## config.mk

```make
export PLATFORM = sky130hd
export DESIGN_NAME = ar_arb_mux_flat
export DESIGN_NICKNAME = d
export VERILOG_FILES = /design/src/rtl/ar_arb_mux_if.sv /design/src/rtl/ar_arb_mux.sv /design/src/flat_wrapper.sv
export SDC_FILE = /design/constraint.sdc
export NUM_CORES = 1
export LEC_CHECK = 0
export CORE_MARGIN = 5
export CORE_UTILIZATION = 41
export DETAILED_ROUTE_END_ITERATION = 16
export PLACE_DENSITY = 0.82
export SYNTH_ARGS = -nofsm -noshare
export SYNTH_HDL_FRONTEND = slang
export SYNTH_SLANG_ARGS = --single-unit
export TNS_END_PERCENT = 5
```

## constraint.sdc

```tcl
create_clock -name clk -period 9.1 [get_ports clk]
set_input_delay 1.82 -clock clk [delete_from_list [all_inputs] [get_ports clk]]
set_output_delay 1.82 -clock clk [all_outputs]
set_load 0.02 [all_outputs]
```

## src/rtl/ar_arb_mux_if.sv

```systemverilog
// AR-channel bundle for ar_arb_mux: NUM_SRC packed sender channels in, one
// receiver channel out. The slave modport is the arbiter's view; master is the environment's.
interface ar_arb_mux_if #(
  parameter int NUM_SRC    = 4,
  parameter int ID_WIDTH   = 4,
  parameter int ADDR_WIDTH = 32,
  parameter int LEN_WIDTH  = 8
);
  localparam int SRC_W = $clog2(NUM_SRC);

  logic [NUM_SRC-1:0]            s_valid;
  logic [NUM_SRC*ID_WIDTH-1:0]   s_id;
  logic [NUM_SRC*ADDR_WIDTH-1:0] s_addr;
  logic [NUM_SRC*LEN_WIDTH-1:0]  s_len;
  logic [NUM_SRC*3-1:0]          s_size;
  logic [NUM_SRC*2-1:0]          s_burst;
  logic [NUM_SRC*4-1:0]          s_qos;
  logic [NUM_SRC-1:0]            s_ready;
  logic                          m_valid;
  logic [SRC_W+ID_WIDTH-1:0]     m_id;
  logic [ADDR_WIDTH-1:0]         m_addr;
  logic [LEN_WIDTH-1:0]          m_len;
  logic [2:0]                    m_size;
  logic [1:0]                    m_burst;
  logic [3:0]                    m_qos;
  logic                          m_ready;

  modport slave (
    input  s_valid, s_id, s_addr, s_len, s_size, s_burst, s_qos, m_ready,
    output s_ready, m_valid, m_id, m_addr, m_len, m_size, m_burst, m_qos
  );

  modport master (
    output s_valid, s_id, s_addr, s_len, s_size, s_burst, s_qos, m_ready,
    input  s_ready, m_valid, m_id, m_addr, m_len, m_size, m_burst, m_qos
  );
endinterface

```

## src/rtl/ar_arb_mux.sv

```systemverilog
// QoS-first, round-robin AR arbiter with a one-deep registered output stage.
// Define AR_ARB_AGE_EN to add per-source starvation counters that override QoS.
module ar_arb_mux #(
  parameter int NUM_SRC    = 4,
  parameter int ID_WIDTH   = 4,
  parameter int ADDR_WIDTH = 32,
  parameter int LEN_WIDTH  = 8,
  parameter int AGE_LIMIT  = 15
) (
  input  logic        clk,
  input  logic        rst,
  ar_arb_mux_if.slave bus
);
  localparam int SRC_W = $clog2(NUM_SRC);

  if (NUM_SRC < 2 || NUM_SRC > 16 || AGE_LIMIT < 1) begin : g_bad_cfg
    $error("ar_arb_mux: unsupported NUM_SRC/AGE_LIMIT");
  end

  logic [SRC_W-1:0]          rr_ptr_q, rr_ptr_d;
  logic                      m_valid_q, m_valid_d;
  logic [SRC_W+ID_WIDTH-1:0] m_id_q, m_id_d;
  logic [ADDR_WIDTH-1:0]     m_addr_q, m_addr_d;
  logic [LEN_WIDTH-1:0]      m_len_q, m_len_d;
  logic [2:0]                m_size_q, m_size_d;
  logic [1:0]                m_burst_q, m_burst_d;
  logic [3:0]                m_qos_q, m_qos_d;

  logic [NUM_SRC-1:0] keep;
  logic [3:0]         max_qos;
  logic               win_found;
  logic [SRC_W-1:0]   win_idx;
  logic               open, grant;
  int                 widx;

`ifdef AR_ARB_AGE_EN
  localparam int AGE_W = $clog2(AGE_LIMIT + 1);
  logic [AGE_W-1:0]   age_q [NUM_SRC];
  logic [NUM_SRC-1:0] aged;

  always_comb begin
    aged = '0;
    for (int i = 0; i < NUM_SRC; i++)
      aged[i] = bus.s_valid[i] && (age_q[i] >= AGE_W'(AGE_LIMIT));
  end

  // Waiting time of each pending request; saturates rather than wrapping.
  always_ff @(posedge clk) begin
    for (int i = 0; i < NUM_SRC; i++) begin
      if (rst || !bus.s_valid[i] || bus.s_ready[i]) age_q[i] <= '0;
      else if (age_q[i] != '1)                     age_q[i] <= age_q[i] + 1'b1;
    end
  end
`endif

  always_comb begin
    max_qos = '0;
    keep    = '0;
    for (int i = 0; i < NUM_SRC; i++)
      if (bus.s_valid[i] && (bus.s_qos[i*4 +: 4] > max_qos)) max_qos = bus.s_qos[i*4 +: 4];
    for (int i = 0; i < NUM_SRC; i++)
      keep[i] = bus.s_valid[i] && (bus.s_qos[i*4 +: 4] == max_qos);
`ifdef AR_ARB_AGE_EN
    if (|aged) keep = aged;
`endif
  end

  // Rotating scan starting at rr_ptr; the first surviving candidate wins.
  always_comb begin
    int j;
    win_found = 1'b0;
    win_idx   = '0;
    j         = 0;
    for (int k = 0; k < NUM_SRC; k++) begin
      j = int'(rr_ptr_q) + k;
      if (j >= NUM_SRC) j = j - NUM_SRC;
      if (!win_found && keep[j[SRC_W-1:0]]) begin
        win_found = 1'b1;
        win_idx   = j[SRC_W-1:0];
      end
    end
  end

  always_comb begin
    open        = !m_valid_q || bus.m_ready;
    grant       = open && win_found && !rst;
    widx        = int'(win_idx);
    bus.s_ready = '0;
    if (grant) bus.s_ready[win_idx] = 1'b1;

    m_valid_d = m_valid_q;
    rr_ptr_d  = rr_ptr_q;
    m_id_d    = m_id_q;
    m_addr_d  = m_addr_q;
    m_len_d   = m_len_q;
    m_size_d  = m_size_q;
    m_burst_d = m_burst_q;
    m_qos_d   = m_qos_q;
    if (grant) begin
      m_valid_d = 1'b1;
      m_id_d    = {win_idx, bus.s_id[widx*ID_WIDTH +: ID_WIDTH]};
      m_addr_d  = bus.s_addr[widx*ADDR_WIDTH +: ADDR_WIDTH];
      m_len_d   = bus.s_len[widx*LEN_WIDTH +: LEN_WIDTH];
      m_size_d  = bus.s_size[widx*3 +: 3];
      m_burst_d = bus.s_burst[widx*2 +: 2];
      m_qos_d   = bus.s_qos[widx*4 +: 4];
      rr_ptr_d  = (win_idx == SRC_W'(NUM_SRC - 1)) ? '0 : win_idx + 1'b1;
    end else if (bus.m_ready) begin
      m_valid_d = 1'b0;
    end
  end

  // Output stage register
  always_ff @(posedge clk) begin
    if (rst) begin
      m_valid_q <= 1'b0;
      rr_ptr_q  <= '0;
      m_id_q    <= '0;
      m_addr_q  <= '0;
      m_len_q   <= '0;
      m_size_q  <= '0;
      m_burst_q <= '0;
      m_qos_q   <= '0;
    end else begin
      m_valid_q <= m_valid_d;
      rr_ptr_q  <= rr_ptr_d;
      m_id_q    <= m_id_d;
      m_addr_q  <= m_addr_d;
      m_len_q   <= m_len_d;
      m_size_q  <= m_size_d;
      m_burst_q <= m_burst_d;
      m_qos_q   <= m_qos_d;
    end
  end

  assign bus.m_valid = m_valid_q;
  assign bus.m_id    = m_id_q;
  assign bus.m_addr  = m_addr_q;
  assign bus.m_len   = m_len_q;
  assign bus.m_size  = m_size_q;
  assign bus.m_burst = m_burst_q;
  assign bus.m_qos   = m_qos_q;
endmodule

```

## src/flat_wrapper.sv

```systemverilog
// flat-port wrapper written by rule: the top's interface ports become plain ports
module ar_arb_mux_flat 
#(
  parameter int NUM_SRC    = 4,
  parameter int ID_WIDTH   = 4,
  parameter int ADDR_WIDTH = 32,
  parameter int LEN_WIDTH  = 8,
  parameter int AGE_LIMIT  = 15
)
  (clk, rst, bus_s_valid, bus_s_id, bus_s_addr, bus_s_len, bus_s_size, bus_s_burst, bus_s_qos, bus_m_ready, bus_s_ready, bus_m_valid, bus_m_id, bus_m_addr, bus_m_len, bus_m_size, bus_m_burst, bus_m_qos);
  ar_arb_mux_if #(.NUM_SRC(NUM_SRC), .ID_WIDTH(ID_WIDTH), .ADDR_WIDTH(ADDR_WIDTH), .LEN_WIDTH(LEN_WIDTH)) bus_i ();
  input  logic clk;
  input  logic rst;
  input wire logic [$bits(bus_i.s_valid)-1:0] bus_s_valid;
  input wire logic [$bits(bus_i.s_id)-1:0] bus_s_id;
  input wire logic [$bits(bus_i.s_addr)-1:0] bus_s_addr;
  input wire logic [$bits(bus_i.s_len)-1:0] bus_s_len;
  input wire logic [$bits(bus_i.s_size)-1:0] bus_s_size;
  input wire logic [$bits(bus_i.s_burst)-1:0] bus_s_burst;
  input wire logic [$bits(bus_i.s_qos)-1:0] bus_s_qos;
  input wire logic [$bits(bus_i.m_ready)-1:0] bus_m_ready;
  output wire logic [$bits(bus_i.s_ready)-1:0] bus_s_ready;
  output wire logic [$bits(bus_i.m_valid)-1:0] bus_m_valid;
  output wire logic [$bits(bus_i.m_id)-1:0] bus_m_id;
  output wire logic [$bits(bus_i.m_addr)-1:0] bus_m_addr;
  output wire logic [$bits(bus_i.m_len)-1:0] bus_m_len;
  output wire logic [$bits(bus_i.m_size)-1:0] bus_m_size;
  output wire logic [$bits(bus_i.m_burst)-1:0] bus_m_burst;
  output wire logic [$bits(bus_i.m_qos)-1:0] bus_m_qos;
  assign bus_i.s_valid = bus_s_valid;
  assign bus_i.s_id = bus_s_id;
  assign bus_i.s_addr = bus_s_addr;
  assign bus_i.s_len = bus_s_len;
  assign bus_i.s_size = bus_s_size;
  assign bus_i.s_burst = bus_s_burst;
  assign bus_i.s_qos = bus_s_qos;
  assign bus_i.m_ready = bus_m_ready;
  assign bus_s_ready = bus_i.s_ready;
  assign bus_m_valid = bus_i.m_valid;
  assign bus_m_id = bus_i.m_id;
  assign bus_m_addr = bus_i.m_addr;
  assign bus_m_len = bus_i.m_len;
  assign bus_m_size = bus_i.m_size;
  assign bus_m_burst = bus_i.m_burst;
  assign bus_m_qos = bus_i.m_qos;
  ar_arb_mux #(.NUM_SRC(NUM_SRC), .ID_WIDTH(ID_WIDTH), .ADDR_WIDTH(ADDR_WIDTH), .LEN_WIDTH(LEN_WIDTH), .AGE_LIMIT(AGE_LIMIT)) u_core (.clk(clk), .rst(rst), .bus(bus_i));
endmodule
```

## Yosys cells after proc, flatten, opt, wreduce, memory -nomap -nowiden

Index checks and enable logic that the tools add are counted.

| storage, ports and cells | value |
|---|---|
| input bits | 219 |
| register bits | 58 |
| output and inout port bits | 60 |

| operators by class | value |
|---|---|
| shifts and indexed selects | 6 |
| equality and inequality tests | 5 |
| multipliers | 1 |
| $add $sub $neg | 8 |
| reductions and logical operators | 21 |
| $lt $le $gt $ge | 14 |
| mux-type cells | 30 |

Operator list:

| cell | count |
|---|---|
| $shiftx 128x8->32 | 1 |
| $shiftx 12x32->3 | 1 |
| $shiftx 16x5->4 | 2 |
| $shiftx 32x6->8 | 1 |
| $mux 4 | 5 |
| $mux 2 | 9 |
| $eq 4x4->1 | 4 |
| $lt 2x3->1 const B | 5 |
| $logic_and 1x1->1 | 14 |
| $gt 4x4->1 | 3 |
| $mux 1 | 11 |
| $ge 3x3->1 const B | 3 |
| $bmux 1 s2 | 4 |
| $shiftx 8x4->2 | 1 |
| $sub 2x1->2 const B | 4 |
| $add 2x2->3 const B | 2 |
| $logic_not 1->1 | 5 |
| $gt 4x1->1 const B | 1 |
| $mul 2x2->4 const B | 1 |
| $add 2x1->3 const B | 1 |
| $ge 2x3->1 const B | 1 |
| $add 2x1->2 const B | 1 |
| $demux 1 s2 | 1 |
| $eq 2x2->1 const B | 1 |
| 3 further kinds | 3 |

## Logic depth before layout (Yosys ltp)

Gate-level depths: netlist of run 1.

| logic depth | value |
|---|---|
| word-level depth | 31 |
| gate-level depth with buffers | 28 |
| gate-level depth less buffers | 25 |

## Worst setup path after synthesis of run 1

No wires, ideal clock.

| timing | value |
|---|---|
| path kind | input to output |
| start | in bus_s_valid[0] |
| end | out bus_s_ready[0] |
| data required time | 7280 ps |
| arrival | 7097 ps |
| stages | 26 |
| buffers on the path | 5 |
| setup slack | 183 ps |
| cell sequence | nand2_1 ha_1 nand4_4 nand3_1 a21oi_1 nor2_1 ha_1 nor2b_1 o211ai_4 a21oi_2 buf_2 o31ai_1 ha_1 nand4_1 nand2_1 a21oi_1 clkbuf_1 nand2_1 a21oi_1 a31oi_1 or4_1 buf_2 a31o_2 clkbuf_1 clkbuf_1 nor2_1 |

| between the ends | value |
|---|---|
| word-level cells in the longest chain between the ends | 30 |
| elaborated cells between the ends (all ways) | 49 |

RTL lines:

| item | line | RTL |
|---|---|---|
| start, declared | flat_wrapper.sv:14 | `input wire logic [$bits(bus_i.s_valid)-1:0] bus_s_valid;` |
| $logic_and 1x1->1 | ar_arb_mux.sv:60 | `if (bus.s_valid[i] && (bus.s_qos[i*4 +: 4] > max_qos)) max_qos = bus.s_qos[i*4 +: 4];` |
| $mux 4 | ar_arb_mux.sv:60 |  |
| $gt 4x4->1 | ar_arb_mux.sv:60 |  |
| $logic_and 1x1->1 | ar_arb_mux.sv:60 |  |
| $mux 4 | ar_arb_mux.sv:60 |  |
| $gt 4x4->1 | ar_arb_mux.sv:60 |  |
| $logic_and 1x1->1 | ar_arb_mux.sv:60 |  |
| $mux 4 | ar_arb_mux.sv:60 |  |
| (+14 left out) | - |  |
| $logic_not 1->1 | ar_arb_mux.sv:77 | `if (!win_found && keep[j[SRC_W-1:0]]) begin` |
| $logic_and 1x1->1 | ar_arb_mux.sv:77 |  |
| $mux 2 | ar_arb_mux.sv:77 |  |
| $lt 2x3->1 (implied by the code) or $ge 2x1->1 (tied branches) | ar_arb_mux.sv:89 | `if (grant) bus.s_ready[win_idx] = 1'b1;` |
| $logic_and 1x1->1 (implied by the code) | ar_arb_mux.sv:89 |  |
| $mux 1 (implied by the code) | ar_arb_mux.sv:89 |  |
| $demux 1 s2 | - |  |
| $mux 4 * | ar_arb_mux.sv:89 |  |
| end, declared | flat_wrapper.sv:22 | `output wire logic [$bits(bus_i.s_ready)-1:0] bus_s_ready;` |

Mark *: on every way between the ends. The rest lies on a longest branch, timed or not. The select of a mux whose other input is x is not followed.

## Worst setup path in the final report of run 1

| timing | value |
|---|---|
| start | in bus_s_valid[0] |
| end | out bus_s_ready[0] |

| between the ends | value |
|---|---|
| word-level cells in the longest chain between the ends | 30 |
| elaborated cells between the ends (all ways) | 49 |

RTL lines:

| item | line | RTL |
|---|---|---|
| $logic_and 1x1->1 | ar_arb_mux.sv:60 |  |
| $mux 4 | ar_arb_mux.sv:60 |  |
| $gt 4x4->1 | ar_arb_mux.sv:60 |  |
| $logic_and 1x1->1 | ar_arb_mux.sv:60 |  |
| $mux 4 | ar_arb_mux.sv:60 |  |
| $gt 4x4->1 | ar_arb_mux.sv:60 |  |
| $logic_and 1x1->1 | ar_arb_mux.sv:60 |  |
| $mux 4 | ar_arb_mux.sv:60 |  |
| (+15 left out) | - |  |
| $logic_and 1x1->1 | ar_arb_mux.sv:77 |  |
| $mux 2 * | ar_arb_mux.sv:77 |  |
| via u_core.win_idx[0] | ar_arb_mux.sv:32 | `logic [SRC_W-1:0] win_idx;` |
| $lt 2x3->1 (implied by the code) or $ge 2x1->1 (tied branches) | ar_arb_mux.sv:89 |  |
| $logic_and 1x1->1 (implied by the code) | ar_arb_mux.sv:89 |  |
| $mux 1 (implied by the code) | ar_arb_mux.sv:89 |  |
| $demux 1 s2 * | - |  |
| $mux 4 * | ar_arb_mux.sv:89 |  |

Mark *: on every way through the listed nets, which the timed path passes. The rest lies on a longest branch. The select of a mux whose other input is x is not followed.

==> results of run 1 <==
[cell usage in the layout, fill, tap and decap left out, types with 3 or more instances in the layout]
| cell | Yosys | layout |
|---|---|---|
| a221oi_1 | 54 | 54 |
| inv_1 | 65 | 64 |
| a31oi_1 | 3 | 3 |
| o221ai_1 | 26 | 25 |
| nor2_1 | 16 | 13 |
| and3_1 | 107 | 107 |
| a211o_1 | 5 | 5 |
| ha_1 | 16 | 11 |
| clkdlybuf4s50_1 | 0 | 265 |
| nor4_1 | 4 | 3 |
| o21ai_0 | 8 | 8 |
| dlymetal6s2s_1 | 0 | 8 |
| a21oi_1 | 15 | 11 |
| nor2b_1 | 5 | 4 |
| o221ai_2 | 29 | 30 |
| a22oi_2 | 40 | 40 |
| nor3_1 | 4 | 3 |
| a21o_1 | 6 | 6 |
| buf_4 | 0 | 93 |
| clkbuf_16 | 0 | 9 |
| and2_1 | 4 | 3 |
| nand3_1 | 6 | 6 |
| o21a_1 | 3 | 3 |
| nand2_1 | 17 | 13 |
| a22oi_1 | 14 | 14 |
| a21oi_2 | 3 | 5 |
| ha_4 | 0 | 5 |
| xor2_1 | 3 | 3 |
| nand2_2 | 0 | 4 |
| nand4_1 | 4 | 4 |
| o211ai_1 | 5 | 5 |
| dfxtp_1 | 58 | 58 |
[flip-flops by register name, summed over array words and instances (netlist names)]
name,cells
u_core.bus.m_valid,1
u_core.bus.m_burst,2
u_core.bus.m_qos,4
u_core.rr_ptr_q,2
u_core.bus.m_addr,32
u_core.bus.m_id,6
u_core.bus.m_size,3
u_core.bus.m_len,8
[where the power goes]
part	switching, µW	internal, µW
sequential	32.0	305
combinational	448	396
clock	124	187
[repair_timing]
item,CTS,global route
gates cloned,0,1
resized for setup,23,43
pin swaps,3,20
setup buffers,1,10
setup endpoints to repair,4,4
[layer usage]
layer | up-vias | global-route usage (%) | wire length [µm]
met5 | - | 0 | 0
met4 | 0 | 7.72 | 522
met3 | 38 | 6.44 | 1750
met2 | 298 | 47.1 | 11300
met1 | 3212 | 33.4 | 9320
li1 | 3172 | - | -
[worst paths after layout]
check | startpoint | to | slack (ns) | cells after the start
max | bus_s_valid[0] | bus_s_ready[0] | 0.28 | 31
min reg2reg | u_core.bus.m_id[4] | u_core.bus.m_id[4] | 0.46 | 2
max reg2reg | u_core.rr_ptr_q[0] | u_core.bus.m_addr[31] | 6.71 | 5
min | u_core.bus.m_id[4] | u_core.bus.m_id[4] | 0.46 | 2
[cell type report]
type | instances | area share [%]
clock buffers | 11 | 2.59
clock inverters | 3 | 0.187
inverters | 65 | 2.60
well taps | 176 | 2.35
flip-flops and latches | 58 | 12.4
multi-input cells | 446 | 42.4
repair buffers | 372 | 37.5
[cell families after synthesis]
logic type,count (synthesis),synth area share [%]
xor gates and xnor gates,5,0.807
adders and majority gates,16,3.69
buffers and inverters,127,9.79
DFF,58,21.4
AOI/OAI and AO/OA,249,45.1
muxes,1,0.207
and+or+nand+nor,175,19.0
[worst max-delay path: cells and delay by family]
family	cells	cell delay [ns]
and+or+nand+nor	8	0.80
adders and majority gates	4	1.03
buffers and inverters	8	1.14
AOI/OAI and AO/OA	11	2.20
[per-stage QoR]
step / TNS, ns / hold slack, ns / instances / cell area (µm²)
after floorplan: 0 / 0.525 / 631 / 5430
after global placement: -1.50 / 0.433 / 1105 / 8850
after detailed placement: -2.18 / 0.450 / 1105 / 8850
after CTS: -0.0307 / 0.462 / 1120 / 9140
after global routing: -0.0540 / 0.512 / 1131 / 9380
final: 0 / 0.459 / 1131 / 9380
==> flow_metrics.env, run 1 <==
export IMPL_register_area_mm2=0.00116
export IMPL_finalHoldViolCount=0
export IMPL_power_density_mw_per_mm2=159
export IMPL_die_h_um=125
export IMPL_synth_edf_count=0
export IMPL_port_buffers=278
export IMPL_fp_dieW_um=125
export IMPL_final_core_util_pct=71.4
export IMPL_routed_wl_mm=22.9
export IMPL_finalCriticalPeriod_ns=8.82
export IMPL_max_stage_delay_ns=0.31
export IMPL_start_util_pct=41.3
export IMPL_setup_slack_ns=0.283
export IMPL_pin_count=279
export IMPL_grt_ovfl_total=0
export IMPL_gp_congestion=0.962
export IMPL_path_clk_slew_ns=0.05
export IMPL_groute_usage_overall_pct=27.1
export IMPL_fill_cells=990
export IMPL_diodes=0
export IMPL_async_reset_ff_share_pct=0
export IMPL_cts_tree="yes"
export IMPL_status="finished clean"
export IMPL_vias_per_cell=5.94
export IMPL_synthTopCellsByCount="107 x and3_1, 65 x inv_1, 58 x dfxtp_1"
export IMPL_syn_area_mm2=0.00543
export IMPL_grt_start_max_net_pins=63
export IMPL_p_total_uw=1490
export IMPL_grt_pass1_wl_mm=34.7
export IMPL_tightest_slew_ns=1.18
export IMPL_period_share_pct=96.9
export IMPL_numClockSinks=58
export IMPL_root_buffer="clkbuf_16"
export IMPL_nNetsFinal=1187
export IMPL_worst_setup_path_end_kind="output pin"
export IMPL_multiInputGateArea_mm2=0.00398
export IMPL_yosysTopAreaCell="dfxtp_1"
export IMPL_arrival_ns=7.00
export IMPL_drv_slew=0
export IMPL_ys_warn_count=0
export IMPL_rows=42
export IMPL_post_drt_wl_per_cell_um=20.3
export IMPL_ir_drop_uv=89.9
export IMPL_slew_limit_headroom_pct=21.4
export IMPL_antenna_found_initial=0
export IMPL_drv_cap=0
export IMPL_h_tree_depth=3
export IMPL_yosys_area_top_type_share_pct=21.4
export IMPL_hp_class="flip-flop to flip-flop"
export IMPL_worstSetupPathType="primary input to output pin"
export IMPL_post_place_ws_ns=-0.567
export IMPL_synth_nets=866
export IMPL_leakage_uw=0.00397
export IMPL_finalSetupViolations=0
export IMPL_clk_path_buf_depth=2
export IMPL_yosys_most_used_dff="dfxtp_1"
export IMPL_cts_hold_buffers=0
export IMPL_areaGrowthSynthToFinish_pct=72.8
export IMPL_syn_inst=631
export IMPL_drive_gt1_share_pct=24.1
export IMPL_synth_most_common_cell="and3_1"
export IMPL_route_vias_total=6720
export IMPL_worstSetupStartpointType="primary input"
export IMPL_yosys_register_bits=58
export IMPL_drt_iter0_markers=609
export IMPL_worstPathMaxFanout=6
export IMPL_skew_ns=0.00505
export IMPL_yosysSeqAreaShare_pct=21.4
export IMPL_syn_avg_cell_area_um2=8.60
export IMPL_die_area_mm2=0.0156
export IMPL_fmax_ghz=0.113
export IMPL_numCtsBuffers=9
export IMPL_clk_latency_ns=0.33
export IMPL_final_antenna_net_count=0
export IMPL_yosys_top_cells_area="dfxtp_1 21%, and3_1 12%, a22oi_2 9.2%"
export IMPL_synth_cell_types=61
export IMPL_cp_slowest_cell="ha_1"
export IMPL_drc=0
export IMPL_first_pass_iters=5
export IMPL_crit_required_ns=7.28
export IMPL_core_mm2=0.0131
export IMPL_grt_pass1_vias=6522
export IMPL_dp_hpwl_mm=16.7
Note: power is estimated with default switching activity, not from simulation.
==> run 2, diff against run 1 <==
Settings changed: SETUP_SLACK_MARGIN set to 0.1, SKIP_CTS_REPAIR_TIMING set to 1.
==> run 2 against run 1 <==
Effect of this change: die area unchanged; sequential share of layout area about the same; clock-buffer cell count unchanged; fmax decreased by 0.52%; largest power group unchanged; global-route usage decreased by 0.12 points; utilization decreased by 0.22 points; via count decreased by 0.25%; final area decreased by 0.31%; first-iteration DRC count decreased by 0.33%; clock skew about the same; sequential cell count unchanged.
==> flow_metrics.env, run 2 (synthesis results as in run 1) <==
export IMPL_fp_dieW_um=125
export IMPL_crit_required_ns=7.28
export IMPL_critPathCapture="bus_s_ready[0]"
export IMPL_pin_count=279
export IMPL_rows=42
export IMPL_tightest_slew_ns=1.18
export IMPL_critPathLaunch="bus_s_valid[0]"
export IMPL_numClockSinks=58
export IMPL_antenna_found_initial=0
export IMPL_path_buf_inv=8
export IMPL_mostFrequentLayoutCells="265 x clkdlybuf4s50_1, 107 x and3_1, 89 x buf_4"
export IMPL_drc=0
export IMPL_route_vias_total=6703
export IMPL_h_tree_depth=3
export IMPL_post_drt_wl_per_cell_um=20.3
export IMPL_drt_iter0_markers=607
export IMPL_r2r_cells=5
export IMPL_finalHoldViolCount=0
export IMPL_die_h_um=125
export IMPL_r2r_start="u_core.rr_ptr_q[0]"
export IMPL_worstSetupStartpointType="primary input"
export IMPL_slew_limit_headroom_pct=21.3
export IMPL_final_antenna_net_count=0
export IMPL_tns_ns=0
export IMPL_areaGrowthSynthToFinish_pct=72.3
export IMPL_core_mm2=0.0131
export IMPL_grt_ovfl_total=0
export IMPL_die_area_mm2=0.0156
export IMPL_port_buffers=278
export IMPL_vias_per_cell=5.94
export IMPL_holdWs_ns=0.459
export IMPL_reg2reg_slack_ns=6.71
export IMPL_period_share_pct=97.4
export IMPL_post_place_ws_ns=-0.567
export IMPL_dp_hpwl_mm=16.7
export IMPL_worst_setup_path_end_kind="output pin"
export IMPL_finalCriticalPeriod_ns=8.86
export IMPL_critPathTopFamily="compound AO/OA/AOI/OAI gates"
export IMPL_worstPathMaxFanout=6
export IMPL_drv_cap=0
export IMPL_setup_slack_ns=0.236
export IMPL_grt_start_max_net_pins=63
export IMPL_ir_drop_uv=88.8
export IMPL_groute_usage_overall_pct=27.0
export IMPL_root_buffer="clkbuf_16"
export IMPL_clk_path_buf_depth=2
export IMPL_hp_class="flip-flop to flip-flop"
export IMPL_worstReg2RegEnd="u_core.bus.m_addr[31]"
export IMPL_numCtsBuffers=9
export IMPL_cp_slowest_cell="ha_1"
export IMPL_path_clk_slew_ns=0.05
export IMPL_largest_reg_flops=32
export IMPL_final_common_cell="clkdlybuf4s50_1"
export IMPL_arrival_ns=7.04
export IMPL_power_density_mw_per_mm2=159
export IMPL_final_core_util_pct=71.2
export IMPL_cts_tree="yes"
export IMPL_grt_pass1_vias=6490
export IMPL_drv_slew=0
export IMPL_skew_ns=0.00471
export IMPL_gp_congestion=0.962
export IMPL_grt_pass1_wl_mm=34.6
export IMPL_p_total_uw=1490
export IMPL_status="finished clean"
export IMPL_routed_wl_mm=22.9
export IMPL_diodes=0
export IMPL_max_stage_delay_ns=0.31
export IMPL_leakage_uw=0.00396
export IMPL_clk_latency_ns=0.33
export IMPL_worstSetupPathType="primary input to output pin"
export IMPL_fmax_ghz=0.113
export IMPL_nNetsFinal=1184
export IMPL_cp_num_cells=31
export IMPL_drive_gt1_share_pct=23.7
export IMPL_start_util_pct=41.3
export IMPL_first_pass_iters=6
export IMPL_finalSetupViolations=0
run 2: changes by cell type in the layout (fill, tap and decap cells not counted), sizes merged:
cell,previous run,this run
buf,97,94
run 2: how the worst min path moves through the flow:
stage          cells past startpoint  slack [ns]             startpoint                    end
3_5_place_dp                       2        0.45     u_core.bus.m_id[4]     u_core.bus.m_id[4]
4_1_cts                            2        0.46     u_core.bus.m_id[4]     u_core.bus.m_id[4]
5_1_grt                            2        0.51  u_core.bus.m_addr[17]  u_core.bus.m_addr[17]
3_3_place_gp                       2        0.43     u_core.bus.m_id[4]     u_core.bus.m_id[4]
2_1_floorplan                      2        0.52     u_core.rr_ptr_q[1]     u_core.rr_ptr_q[1]
6_report                           2        0.46     u_core.bus.m_id[4]     u_core.bus.m_id[4]
run 2: area by class of cell:
class | instances | area [µm²]
fill | 997 | 3790
timing repair buffer | 369 | 3490
multi-input combinational | 446 | 3970
inverter | 65 | 244
tap | 176 | 220
sequential | 58 | 1160
clock buffer | 11 | 243
clock inverter | 3 | 17.5
run 2: layer usage:
metal | global-route usage, % | vias to the layer above | part of all wire, %
met3 | 6.44 | 31 | 7.9
met4 | 7.72 | 0 | 2.0
met2 | 46.6 | 323 | 50
met1 | 33.5 | 3186 | 40
met5 | 0 | - | 0
li1 | - | 3163 | -
run 2: power by group:
group,leakage (µW),switching (µW),total [µW],internal [µW]
Combinational,0.00336,448,843,395
Sequential,0.000472,31.8,337,305
Clock,0.000127,124,311,187
run 2: through the flow:
stage	cells	cell area [µm²]
detailed placement	1105	8850
CTS	1119	9110
finish	1128	9350
global route	1128	9350
global placement	1105	8850
floorplan	631	5430
run 2: worst reg2reg max path, stage by stage, from the launching register on:
cell      delay (ns)
dfxtp_1         0.40
nor2_4          0.92
a221oi_4        0.16
buf_12          0.29
a22oi_1         0.31
o221ai_1        0.16
==> run 3, diff against run 2 <==
Settings changed: CAP_MARGIN set to 20.
Clock period 9.1 ns to 9.6 ns, I/O delays scaled along.
==> run 3 against run 2 <==
Effect of this change: final area fell by 0.90%; global-route usage down 0.70 points; clock power grew 1%; worst hold slack gained 0.0038 ns; first-iteration DRC count fell by 23%; critical path type unchanged; die area stayed put.
==> flow_metrics.env, run 3 (synthesis results as in run 1) <==
export IMPL_pin_count=279
export IMPL_start_util_pct=41.3
export IMPL_final_common_cell="clkdlybuf4s50_1"
export IMPL_slew_limit_headroom_pct=33.7
export IMPL_rows=42
export IMPL_die_h_um=125
export IMPL_hp_start="u_core.bus.m_id[4]"
export IMPL_final_antenna_net_count=0
export IMPL_crit_required_ns=7.68
export IMPL_comb_power_share_pct=55.2
export IMPL_core_mm2=0.0131
export IMPL_drive_gt1_share_pct=22.0
export IMPL_path_clk_slew_ns=0.05
export IMPL_routed_wl_mm=21.8
export IMPL_max_stage_delay_ns=0.51
export IMPL_power_frac_seq_pct=22.5
export IMPL_cts_tree="yes"
export IMPL_post_place_cells=1099
export IMPL_hp_class="flip-flop to flip-flop"
export IMPL_arrival_ns=7.30
export IMPL_worstSetupStartpointType="primary input"
export IMPL_clk_path_buf_depth=2
export IMPL_status="finished clean"
export IMPL_vias_per_cell=5.89
export IMPL_root_buffer="clkbuf_16"
export IMPL_numCtsBuffers=9
export IMPL_fp_dieW_um=125
export IMPL_drv_slew=0
export IMPL_clk_latency_ns=0.33
export IMPL_worstSetupPathType="primary input to output pin"
export IMPL_port_buffers=278
export IMPL_finalCriticalPeriod_ns=9.22
export IMPL_dp_hpwl_mm=16.5
export IMPL_drc=0
export IMPL_p_int_uw=854
export IMPL_antenna_found_initial=0
export IMPL_worstPathMaxFanout=11
export IMPL_diodes=0
export IMPL_crit_top_cell="buf_4"
export IMPL_finalHoldViolCount=0
export IMPL_tightest_slew_ns=0.982
export IMPL_h_tree_depth=3
export IMPL_fill_cells=1064
export IMPL_areaGrowthSynthToFinish_pct=70.7
export IMPL_die_area_mm2=0.0156
export IMPL_skew_ns=0.00763
export IMPL_holdWs_ns=0.463
export IMPL_numClockSinks=58
export IMPL_leakage_uw=0.00386
export IMPL_fmax_ghz=0.109
export IMPL_power_switching_uw=563
export IMPL_worst_setup_path_end_kind="output pin"
export IMPL_grt_start_max_net_pins=63
export IMPL_largest_reg_flops=32
export IMPL_r2r_start="u_core.rr_ptr_q[0]"
export IMPL_power_density_mw_per_mm2=153
export IMPL_groute_usage_overall_pct=26.3
export IMPL_post_place_ws_ns=-0.362
export IMPL_p_sw_share_pct=39.7
export IMPL_setup_slack_ns=0.384
export IMPL_first_pass_iters=5
export IMPL_post_drt_wl_per_cell_um=19.5
export IMPL_rsz0062_at_grt="no"
export IMPL_grt_pass1_vias=6373
export IMPL_instances_no_fill=1121
export IMPL_period_share_pct=96.0
export IMPL_nNetsFinal=1175
export IMPL_grt_ovfl_total=0
export IMPL_drt_iter0_markers=465
export IMPL_gp_congestion=0.956
export IMPL_finalSetupViolations=0
export IMPL_grt_pass1_wl_mm=33.8
export IMPL_drv_cap=0
export IMPL_mostFrequentLayoutCells="273 x clkdlybuf4s50_1, 107 x and3_1, 82 x buf_4"
export IMPL_route_vias_total=6601
export IMPL_critPathLaunch="bus_s_qos[1]"
export IMPL_power_frac_clock_pct=22.2
export IMPL_cp_slowest_cell="or4_4"
export IMPL_ir_drop_uv=80.2
## run 3: changes by cell type in the layout (fill, tap and decap cells not counted), sizes merged
cell           change
buf                -9
clkdlybuf4s50      +8
clkbuf             +4
clkdlybuf4s15      -1
clkinv             -2
dlymetal6s2s       -7
## run 3: layer usage
| layer | vias to the layer above | part of all wire [%] | GRT usage [%] |
|---|---|---|---|
| li1 | 3155 | - | - |
| met1 | 3164 | 41 | 31.9 |
| met2 | 245 | 50 | 45.8 |
| met3 | 37 | 6.7 | 6.82 |
| met4 | 0 | 2.3 | 7.84 |
| met5 | - | 0 | 0 |
## run 3: layout make-up
type                       instances  area, µm²  area share, %
sequential                        58       1160           12.5
clock inverter                     1       7.51         0.0810
clock buffer                      15        278           3.00
tap                              176        220           2.38
timing repair buffer             360       3420           36.9
inverter                          65        244           2.63
multi-input combinational        446       3940           42.5
## run 3: power groups by stage
stage | Sequential, µW | Clock [µW] | Combinational [µW]
6_report | 319 | 315 | 782
5_1_grt | 325 | 335 | 833
4_1_cts | 319 | 320 | 751
3_5_place_dp | 324 | 0 | 749
3_3_place_gp | 323 | 0 | 741
2_1_floorplan | 372 | 0 | 351
## run 3: stage by stage
stage,instance area [µm²],power (µW),setup TNS (ns),utilization (%)
after global placement,8790,1060,-0.445,66.9
after CTS,9070,1390,-1.42,69.1
after detailed placement,8790,1070,-1.38,66.9
after global routing,9270,1490,0,70.5
after floorplan,5430,723,0,-
final,9270,1420,0,70.5
## run 3: final timing paths
kind / to / slack, ns / cells after the start
worst min register to register: u_core.bus.m_id[4] / 0.46 / 2
worst max-delay path: bus_s_ready[0] / 0.38 / 31
worst max register to register: u_core.bus.m_size[2] / 7.42 / 7
worst min-delay path: u_core.bus.m_id[4] / 0.46 / 2
## run 3: worst max-delay path: cells and delay by family
family	cells	cell delay (ns)
AND/OR/NAND/NOR	9	1.44
XOR/XNOR	1	0.15
AO/OA/AOI/OAI	9	1.37
buffers and inverters	8	1.40
adder cells (fa/ha/maj)	4	1.01
